### src/rtl/store_write_buffer_if.sv
// store_write_buffer_if: core-side and memory-side signals of the posted-write buffer
//   core store : memwrite, dataadr, writedata -> stall
//   core load  : rdaddr -> fwd_hit, fwd_data
//   memory     : mem_req, mem_addr, mem_wdata <- mem_ack
//   status     : count, empty
//   slave modport is the buffer; master modport is whatever drives the core and memory sides.
interface store_write_buffer_if #(
    parameter int AW = 16,
    parameter int DW = 16,
    parameter int DEPTH = 4
);
    localparam int CW = $clog2(DEPTH) + 1;
    logic          memwrite;
    logic [AW-1:0] dataadr;
    logic [DW-1:0] writedata;
    logic          stall;
    logic [AW-1:0] rdaddr;
    logic          fwd_hit;
    logic [DW-1:0] fwd_data;
    logic          mem_req;
    logic [AW-1:0] mem_addr;
    logic [DW-1:0] mem_wdata;
    logic          mem_ack;
    logic [CW-1:0] count;
    logic          empty;
    modport slave (
        input  memwrite, dataadr, writedata, rdaddr, mem_ack,
        output stall, fwd_hit, fwd_data, mem_req, mem_addr, mem_wdata, count, empty
    );
    modport master (
        output memwrite, dataadr, writedata, rdaddr, mem_ack,
        input  stall, fwd_hit, fwd_data, mem_req, mem_addr, mem_wdata, count, empty
    );
endinterface

### src/rtl/store_write_buffer.sv
// store_write_buffer: posted-write FIFO between the core store port and a req/ack data memory
//   clk, reset : clock and asynchronous active-high reset
//   bus        : store_write_buffer_if.slave carrying store input, stall, load forwarding,
//                memory req/ack handshake and occupancy status
module store_write_buffer #(
    parameter int AW = 16,
    parameter int DW = 16,
    parameter int DEPTH = 4
) (
    input logic clk,
    input logic reset,
    store_write_buffer_if.slave bus
);
    localparam int PW = $clog2(DEPTH);
    localparam int CW = PW + 1;
    typedef enum logic {IDLE, REQ} state_t;
    state_t        state, state_n;
    logic [PW-1:0] wr_ptr, rd_ptr;
    logic [CW-1:0] count;
    logic [AW-1:0] addr_q [DEPTH];
    logic [DW-1:0] data_q [DEPTH];
    logic [AW-1:0] mem_addr_q;
    logic [DW-1:0] mem_wdata_q;
    logic          full, empty, push, pop, load;
    logic          hit;
    logic [DW-1:0] fdata;
    logic [PW-1:0] idx;
    assign full  = count == CW'(DEPTH);
    assign empty = count == '0;
    // A full buffer refuses the store even if the head pops this cycle.
    assign push  = bus.memwrite & ~full;
    assign bus.stall     = bus.memwrite & full;
    assign bus.count     = count;
    assign bus.empty     = empty;
    assign bus.mem_req   = state == REQ;
    assign bus.mem_addr  = mem_addr_q;
    assign bus.mem_wdata = mem_wdata_q;
    assign bus.fwd_hit   = hit;
    assign bus.fwd_data  = fdata;
    always_comb begin
        load    = state == IDLE && !empty;
        pop     = state == REQ && bus.mem_ack;
        state_n = load ? REQ : pop ? IDLE : state;
    end
    always_ff @(posedge clk or posedge reset) begin
        if (reset) begin
            state       <= IDLE;
            wr_ptr      <= '0;
            rd_ptr      <= '0;
            count       <= '0;
            mem_addr_q  <= '0;
            mem_wdata_q <= '0;
        end else begin
            state       <= state_n;
            wr_ptr      <= push ? wr_ptr + 1'b1 : wr_ptr;
            rd_ptr      <= pop ? rd_ptr + 1'b1 : rd_ptr;
            count       <= count + CW'(push) - CW'(pop);
            mem_addr_q  <= load ? addr_q[rd_ptr] : mem_addr_q;
            mem_wdata_q <= load ? data_q[rd_ptr] : mem_wdata_q;
        end
    end
    always_ff @(posedge clk) begin
        if (push) begin
            addr_q[wr_ptr] <= bus.dataadr;
            data_q[wr_ptr] <= bus.writedata;
        end
    end
    // Walk oldest to youngest so the last match (youngest store) wins; the head
    // being presented is still counted as occupied until it is acked.
    always_comb begin
        hit   = 1'b0;
        fdata = '0;
        idx   = rd_ptr;
        for (int k = 0; k < DEPTH; k++) begin
            idx = rd_ptr + PW'(k);
            if (CW'(k) < count && addr_q[idx] == bus.rdaddr) begin
                hit   = 1'b1;
                fdata = data_q[idx];
            end
        end
    end
endmodule
### src/flat_wrapper.sv
// flat-port wrapper written by rule: the top's interface ports become plain ports
module store_write_buffer_flat 
#(
    parameter int AW = 16,
    parameter int DW = 16,
    parameter int DEPTH = 4
)
  (clk, reset, bus_memwrite, bus_dataadr, bus_writedata, bus_rdaddr, bus_mem_ack, bus_stall, bus_fwd_hit, bus_fwd_data, bus_mem_req, bus_mem_addr, bus_mem_wdata, bus_count, bus_empty);
  store_write_buffer_if #(.AW(AW), .DW(DW), .DEPTH(DEPTH)) bus_i ();
  input logic clk;
  input logic reset;
  input wire logic [$bits(bus_i.memwrite)-1:0] bus_memwrite;
  input wire logic [$bits(bus_i.dataadr)-1:0] bus_dataadr;
  input wire logic [$bits(bus_i.writedata)-1:0] bus_writedata;
  input wire logic [$bits(bus_i.rdaddr)-1:0] bus_rdaddr;
  input wire logic [$bits(bus_i.mem_ack)-1:0] bus_mem_ack;
  output wire logic [$bits(bus_i.stall)-1:0] bus_stall;
  output wire logic [$bits(bus_i.fwd_hit)-1:0] bus_fwd_hit;
  output wire logic [$bits(bus_i.fwd_data)-1:0] bus_fwd_data;
  output wire logic [$bits(bus_i.mem_req)-1:0] bus_mem_req;
  output wire logic [$bits(bus_i.mem_addr)-1:0] bus_mem_addr;
  output wire logic [$bits(bus_i.mem_wdata)-1:0] bus_mem_wdata;
  output wire logic [$bits(bus_i.count)-1:0] bus_count;
  output wire logic [$bits(bus_i.empty)-1:0] bus_empty;
  assign bus_i.memwrite = bus_memwrite;
  assign bus_i.dataadr = bus_dataadr;
  assign bus_i.writedata = bus_writedata;
  assign bus_i.rdaddr = bus_rdaddr;
  assign bus_i.mem_ack = bus_mem_ack;
  assign bus_stall = bus_i.stall;
  assign bus_fwd_hit = bus_i.fwd_hit;
  assign bus_fwd_data = bus_i.fwd_data;
  assign bus_mem_req = bus_i.mem_req;
  assign bus_mem_addr = bus_i.mem_addr;
  assign bus_mem_wdata = bus_i.mem_wdata;
  assign bus_count = bus_i.count;
  assign bus_empty = bus_i.empty;
  store_write_buffer #(.AW(AW), .DW(DW), .DEPTH(DEPTH)) u_core (.clk(clk), .reset(reset), .bus(bus_i));
endmodule
### config.mk
export PLATFORM = sky130hd
export DESIGN_NAME = store_write_buffer_flat
export DESIGN_NICKNAME = d
export VERILOG_FILES = /design/src/rtl/store_write_buffer_if.sv /design/src/rtl/store_write_buffer.sv /design/src/flat_wrapper.sv
export SDC_FILE = /design/constraint.sdc
export NUM_CORES = 1
export LEC_CHECK = 0
export ABC_AREA = 1
export BUFFER_PORTS_ARGS = -buffer_cell sky130_fd_sc_hd__buf_2
export CAP_MARGIN = 10
export CORE_ASPECT_RATIO = 0.8
export CORE_MARGIN = 2
export CORE_UTILIZATION = 30
export CTS_CLUSTER_SIZE = 40
export DETAILED_ROUTE_END_ITERATION = 10
export SETUP_SLACK_MARGIN = 0.05
export SYNTH_ARGS = -nofsm -noshare
export SYNTH_HDL_FRONTEND = slang
export SYNTH_SLANG_ARGS = --single-unit
export TNS_END_PERCENT = 10
### constraint.sdc
create_clock -name clk -period 6.5 [get_ports clk]
set_input_delay 0.325 -clock clk [delete_from_list [all_inputs] [get_ports clk]]
set_output_delay 0.325 -clock clk [all_outputs]
set_load 0.02 [all_outputs]
== Yosys cells after proc, flatten, opt, wreduce, memory -nomap -nowiden ==
Memories as Yosys holds them, arrays and structs flattened.
Index checks and enable logic that the tools add are counted.

* Word-level logic and storage cells: 48
* Bits of input ports: 52
* Bits in writable memories: 128
* Memories kept: 2
* Output and inout port bits: 55
* Bits in registers: 40

* Reductions and logical operators: 9
* Muxes and demuxes: 12
* Equality and inequality tests: 5
* Add/sub/neg operators: 6
* Bitwise gates (word level): 4
* Order comparisons: 4

{| class="wikitable"
|+ Memories
! name !! depth !! width !! rd ports !! clocked after memory_dff !! wr ports !! line !! source
|-
| u_core.addr_q || 4 || 16 || 4 || 0 || 1 || store_write_buffer.sv:20 || <nowiki>logic [AW-1:0] addr_q [DEPTH];</nowiki>
|-
| u_core.data_q || 4 || 16 || 4 || 0 || 1 || store_write_buffer.sv:21 || <nowiki>logic [DW-1:0] data_q [DEPTH];</nowiki>
|}

{| class="wikitable"
|+ Operators with widths
! kind !! number
|-
| 16-bit equality test || 4
|-
| 16-bit two-way mux || 4
|-
| 1-bit two-way mux || 8
|-
| 1-bit logical AND || 6
|-
| 1-bit by 3-bit less-than comparator with 1-bit output (first input constant) || 2
|-
| 2-bit by 3-bit less-than comparator with 1-bit output (first input constant) || 2
|-
| 2-bit by 1-bit adder with 2-bit output (second input constant) || 2
|-
| 2-bit adder (second input constant) || 2
|-
| 3-bit by 1-bit adder with 3-bit output || 1
|-
| 3-bit equality test (second input constant) || 1
|-
| 3-bit logical NOT || 1
|-
| 3-bit by 1-bit subtractor with 3-bit output || 1
|-
| 1-bit AND || 2
|-
| 1-bit NOT || 2
|-
| 2-bit nonzero test || 1
|-
| 1-bit logical NOT || 1
|}

== Depth between registers and ports, before layout ==
An unclocked memory read counts as a cell.

* Word-level depth: 7
* Depth in mapped cells: 20
* Mapped depth without buffers: 16

== Least setup slack after synthesis ==
No wires, ideal clock.

* Path type: register to register
* From: register u_core.count[1] (netlist: u_core.bus.count[1])
* To: memory u_core.addr_q[0][0] (enable)
* Setup slack: 3861 ps
* Arrival time: 2218 ps
* Clock period less this slack: 2639 ps
* Library setup time: 421 ps
* Required time: 6079 ps
* Stages on the path, launching flop included: 5
* Cells stage by stage: dfrtp_1 > inv_1 > nand3_1 > nand2_1 > nor2_1

* Longest elaborated chain between the ends: 5

{| class="wikitable"
|+ Ends and longest elaborated chain
! what !! line !! source
|-
| from (decl) || store_write_buffer.sv:19 || <nowiki>logic [CW-1:0] count;</nowiki>
|-
| from (signal assigned) || store_write_buffer.sv:57 || <nowiki>count <= count + CW'(push) - CW'(pop);</nowiki>
|-
| 3-bit equality test || store_write_buffer.sv:28 || <nowiki>assign full = count == CW'(DEPTH);</nowiki>
|-
| 1-bit NOT || store_write_buffer.sv:31 || <nowiki>assign push = bus.memwrite & ~full;</nowiki>
|-
| 1-bit AND || store_write_buffer.sv:31 ||
|-
| 1-bit two-way mux || store_write_buffer.sv:63 || <nowiki>if (push) begin</nowiki>
|-
| 1-bit two-way mux (implied by the code) || store_write_buffer.sv:64 || <nowiki>addr_q[wr_ptr] <= bus.dataadr;</nowiki>
|-
| to (decl) || store_write_buffer.sv:20 ||
|}

No other way between the ends.

== Worst setup path in the final report ==
* From: register u_core.rd_ptr[0]
* To: output bus_fwd_data[1]

* Longest elaborated chain between the ends: 7
* Elaborated cells on any way between the ends: 17
* Those cells by class: add/sub: 3; eq/ne: 4; mux: 4; reduce/logical: 4; memory: 2

{| class="wikitable"
|+ Ends and longest elaborated chain
! what !! line !! source
|-
| from (decl) || store_write_buffer.sv:18 || <nowiki>logic [PW-1:0] wr_ptr, rd_ptr;</nowiki>
|-
| from (signal assigned) || store_write_buffer.sv:56 || <nowiki>rd_ptr <= pop ? rd_ptr + 1'b1 : rd_ptr;</nowiki>
|-
| 2-bit by 1-bit adder with 2-bit output or memory 4 x 16 bit (tied branches) || - ||
|-
| memory 4 x 16 bit or 16-bit equality test (tied branches) || - ||
|-
| 16-bit equality test or 1-bit logical AND (tied branches) || store_write_buffer.sv:76 || <nowiki>if (CW'(k) < count && addr_q[idx] == bus.rdaddr) begin</nowiki>
|-
| 1-bit logical AND or 16-bit two-way mux (tied branches) || store_write_buffer.sv:76 ||
|-
| 16-bit two-way mux (2 in a row) || store_write_buffer.sv:76 ||
|-
| 16-bit two-way mux * || store_write_buffer.sv:76 ||
|-
| to (decl) || flat_wrapper.sv:19 || <nowiki>output wire logic [$bits(bus_i.fwd_data)-1:0] bus_fwd_data;</nowiki>
|}

Mark *: on every way between the ends. The rest lies on a longest branch, timed or not.

==> results.py <==
metrics = {
    "routing": {
        "wl_per_cell_um": 14.8,
        "first_iter_violations": 822,
        "drcViolationCount": 0,
        "num_vias": 9423,
        "firstDrtPassIters": 6,
        "finalWirelength_um": 29800,
        "via_per_inst": 4.69,
        "ant_nets": 0,
    },
    "timing": {
        "grt_setup_unrepaired": "no",
        "drv_slew": 0,
        "clock.fmax_mhz": 185,
        "tns_ps": 0,
        "skew_ps": 11.4,
        "period_minus_slack_ps": 5420,
        "timing.hold.ws_ps": 99.7,
        "finalCritPeriodShare": 0.833,
        "final_hold_viol_count": 0,
        "slew_headroom": 0.303,
        "worst_pin_slew_ps": 1050,
        "setup_viol": 0,
    },
    "place": {
        "hpwl_um": 20600,
        "post-place-cells": 1975,
        "dpl_cell_area_um2": 11300,
        "gp_routability_congestion": 0.861,
        "numPortBuffers": 106,
    },
    "clocking": {
        "cts_buffer_depth": 2,
        "worstSkewPairLatency_ps": 440,
        "cts_buffers": 17,
        "post-cts-setup-buffers": 0,
        "clkTransAtPathRegs_ps": 70,
        "h-tree-depth": 4,
        "cts.hold.buffers_added": 0,
        "root_buffer": "clkbuf_16",
        "cts_sinks": 168,
        "ctsResizeCount": 0,
        "tritoncts": "yes",
    },
    "logic_synthesis": {
        "synth_adder_area_share": 0.0115,
        "synth_cell_types": 29,
        "synth_top_family_by_area": "simple AND/OR/NAND/NOR gates",
        "synth_fp_nets": 1521,
        "netlist_instances": 1460,
        "yosysWarnings": 0,
        "avgSynthCellArea_um2": 7.16,
        "synthSimpleGateAreaFrac": 0.322,
        "synth_seq_cells": 168,
        "seq_area_frac_synth": 0.464,
        "synth.area.mux_share": 0,
        "syn_area_um2": 10500,
        "synth-compound-area-share": 0.0995,
        "synth_xor_area_frac": 0.0101,
    },
    "setup_path": {
        "r2r-end": "u_core.bus.mem_wdata[5]",
        "cp.arrival_ps": 5090,
        "r2r_slack_ps": 3390,
        "crit_path_start_kind": "register",
        "critPathMaxFanout": 117,
        "r2r_cells": 6,
        "r2r_start": "u_core.rd_ptr[0]",
        "worstSetupPathType": "register to primary output",
        "cp-end-kind": "primary output",
        "required_ps": 6170,
    },
    "global_route": {
        "grt_pass1_vias": 8474,
        "grt_antenna_before_repair": 9,
        "gr-total-overflow": 0,
        "grt_start_max_net_pins": 118,
        "grt_pass1_wl_um": 46000,
        "track_usage": 0.166,
    },
    "power": {
        "power_density_nw_per_um2": 483,
        "p_total_uw": 5760,
        "peakVddDrop_uv": 246,
        "total_leakage_power_uw": 0.00569,
    },
    "worst_hold_path": {
        "hold_class": "input port to register",
        "whs_endpoint": "u_core.data_q[3][4]",
        "whs_path_depth": 1,
        "min_from": "bus_writedata[4]",
    },
    "floorplanning": {
        "die-area_um2": 36400,
        "rows": 61,
        "ioPinCount": 107,
        "core_um2": 34500,
        "die_h_um": 171,
        "dieWidth_um": 213,
        "initial_core_util": 0.303,
    },
    "finish": {
        "drive_gt1_frac": 0.107,
        "nNetsFinal": 1583,
        "finalNonFillerCells": 2011,
        "final_area_um2": 11900,
        "layout_common_cells": "nand2_1, o21ai_0, inv_1",
        "area_delta_synth_final_pct": 14.1,
        "layout_commonest_cell": "nand2_1",
    },
    "run_status": {
        "status": "complete, no violations",
    },
    "run": {
        "drv_cap": 0,
    },
}
==> flip-flops by register name (all words and copies together), names as in the netlist <==
| signal | count |
|---|---|
| u_core.addr_q | 64 |
| u_core.bus.count | 3 |
| u_core.bus.mem_addr | 16 |
| u_core.bus.mem_req | 1 |
| u_core.bus.mem_wdata | 16 |
| u_core.data_q | 64 |
| u_core.rd_ptr | 2 |
| u_core.wr_ptr | 2 |
==> worst max-delay path, cell delays in order, from the launching register on <==
cell,delay (ps)
dfrtp_4,1120
inv_4,490
nand2_1,190
nand2_2,510
buf_4,440
nand2_1,100
nand2_1,60
nand2_1,60
nand2_1,50
nor2_1,90
nand2_1,100
nor2_1,120
nand3_2,570
nor2_1,280
nor2_1,60
nand2_1,70
nand2_1,50
nand2_1,100
buf_2,180
==> per-layer routing <==
layer  track usage  vias up  wire length, um
li1              -     4798                -
met2         0.260      292            12900
met4        0.0642       10              768
met1         0.222     4281            14100
met5             0        -               65
met3        0.0409       42             1990
==> power breakdown <==
part | internal (uW) | switching (uW)
Clock | 655 | 430
Sequential | 1470 | 241
Combinational | 873 | 2090
Total | 3000 | 2760
==> area by class of cell <==
type	instances	area [um2]
Fill cell	3639	22600
Inverter	154	581
Antenna cell	4	10.0
Sequential cell	168	4850
Multi-Input combinational cell	1065	4660
Clock inverter	11	174
Clock buffer	21	450
Tap cell	472	591
Timing Repair Buffer	116	606
==> synth_stat cells (all sizes together) <==
cell type	n	area, um2
xor2	12	105
nand2	610	2290
o22ai	2	12.5
or2	2	12.5
nand3	118	606
a21oi	5	25.0
nand4	5	31.3
buf	42	277
and2	1	6.26
inv	154	581
fa	1	20.0
edfxtp	128	3840
o21ai	180	905
dfrtp	40	1000
nor2	105	402
clkbuf	31	116
o211ai	13	97.6
nor3	3	15.0
ha	8	100
==> cell families (layout without fill, tap and decap cells) <==
| group | count (synthesis) | after routing |
|---|---|---|
| AO/OA/AOI/OAI | 200 | 200 |
| flip-flops | 168 | 168 |
| AND/OR/NAND/NOR | 844 | 844 |
| other | 0 | 4 |
| adder cells (fa/ha/maj) | 9 | 9 |
| XOR/XNOR | 12 | 12 |
| buffers and inverters | 227 | 302 |
==> metrics by stage <==
step / setup WS, ps / utilization
finish: 1080 / 0.346
global route: 507 / 0.346
CTS: 1060 / 0.345
detailed placement: 1520 / 0.327
global placement: 1640 / 0.327
floorplan: 3860 / -
==> how the worst max path moves through the flow <==
stage | startpoint | to | slack, ps | cells past startpoint
after floorplan | u_core.bus.count[1] | u_core.addr_q[0][0] | 3860 | 4
after global placement | u_core.rd_ptr[0] | bus_fwd_data[10] | 1640 | 18
after detailed placement | u_core.rd_ptr[0] | bus_fwd_data[10] | 1520 | 18
after CTS | u_core.rd_ptr[0] | bus_fwd_data[10] | 1060 | 18
after global routing | u_core.rd_ptr[0] | bus_fwd_data[14] | 510 | 18
final | u_core.rd_ptr[0] | bus_fwd_data[1] | 1080 | 18
Note: power is estimated with default switching activity, not from simulation.
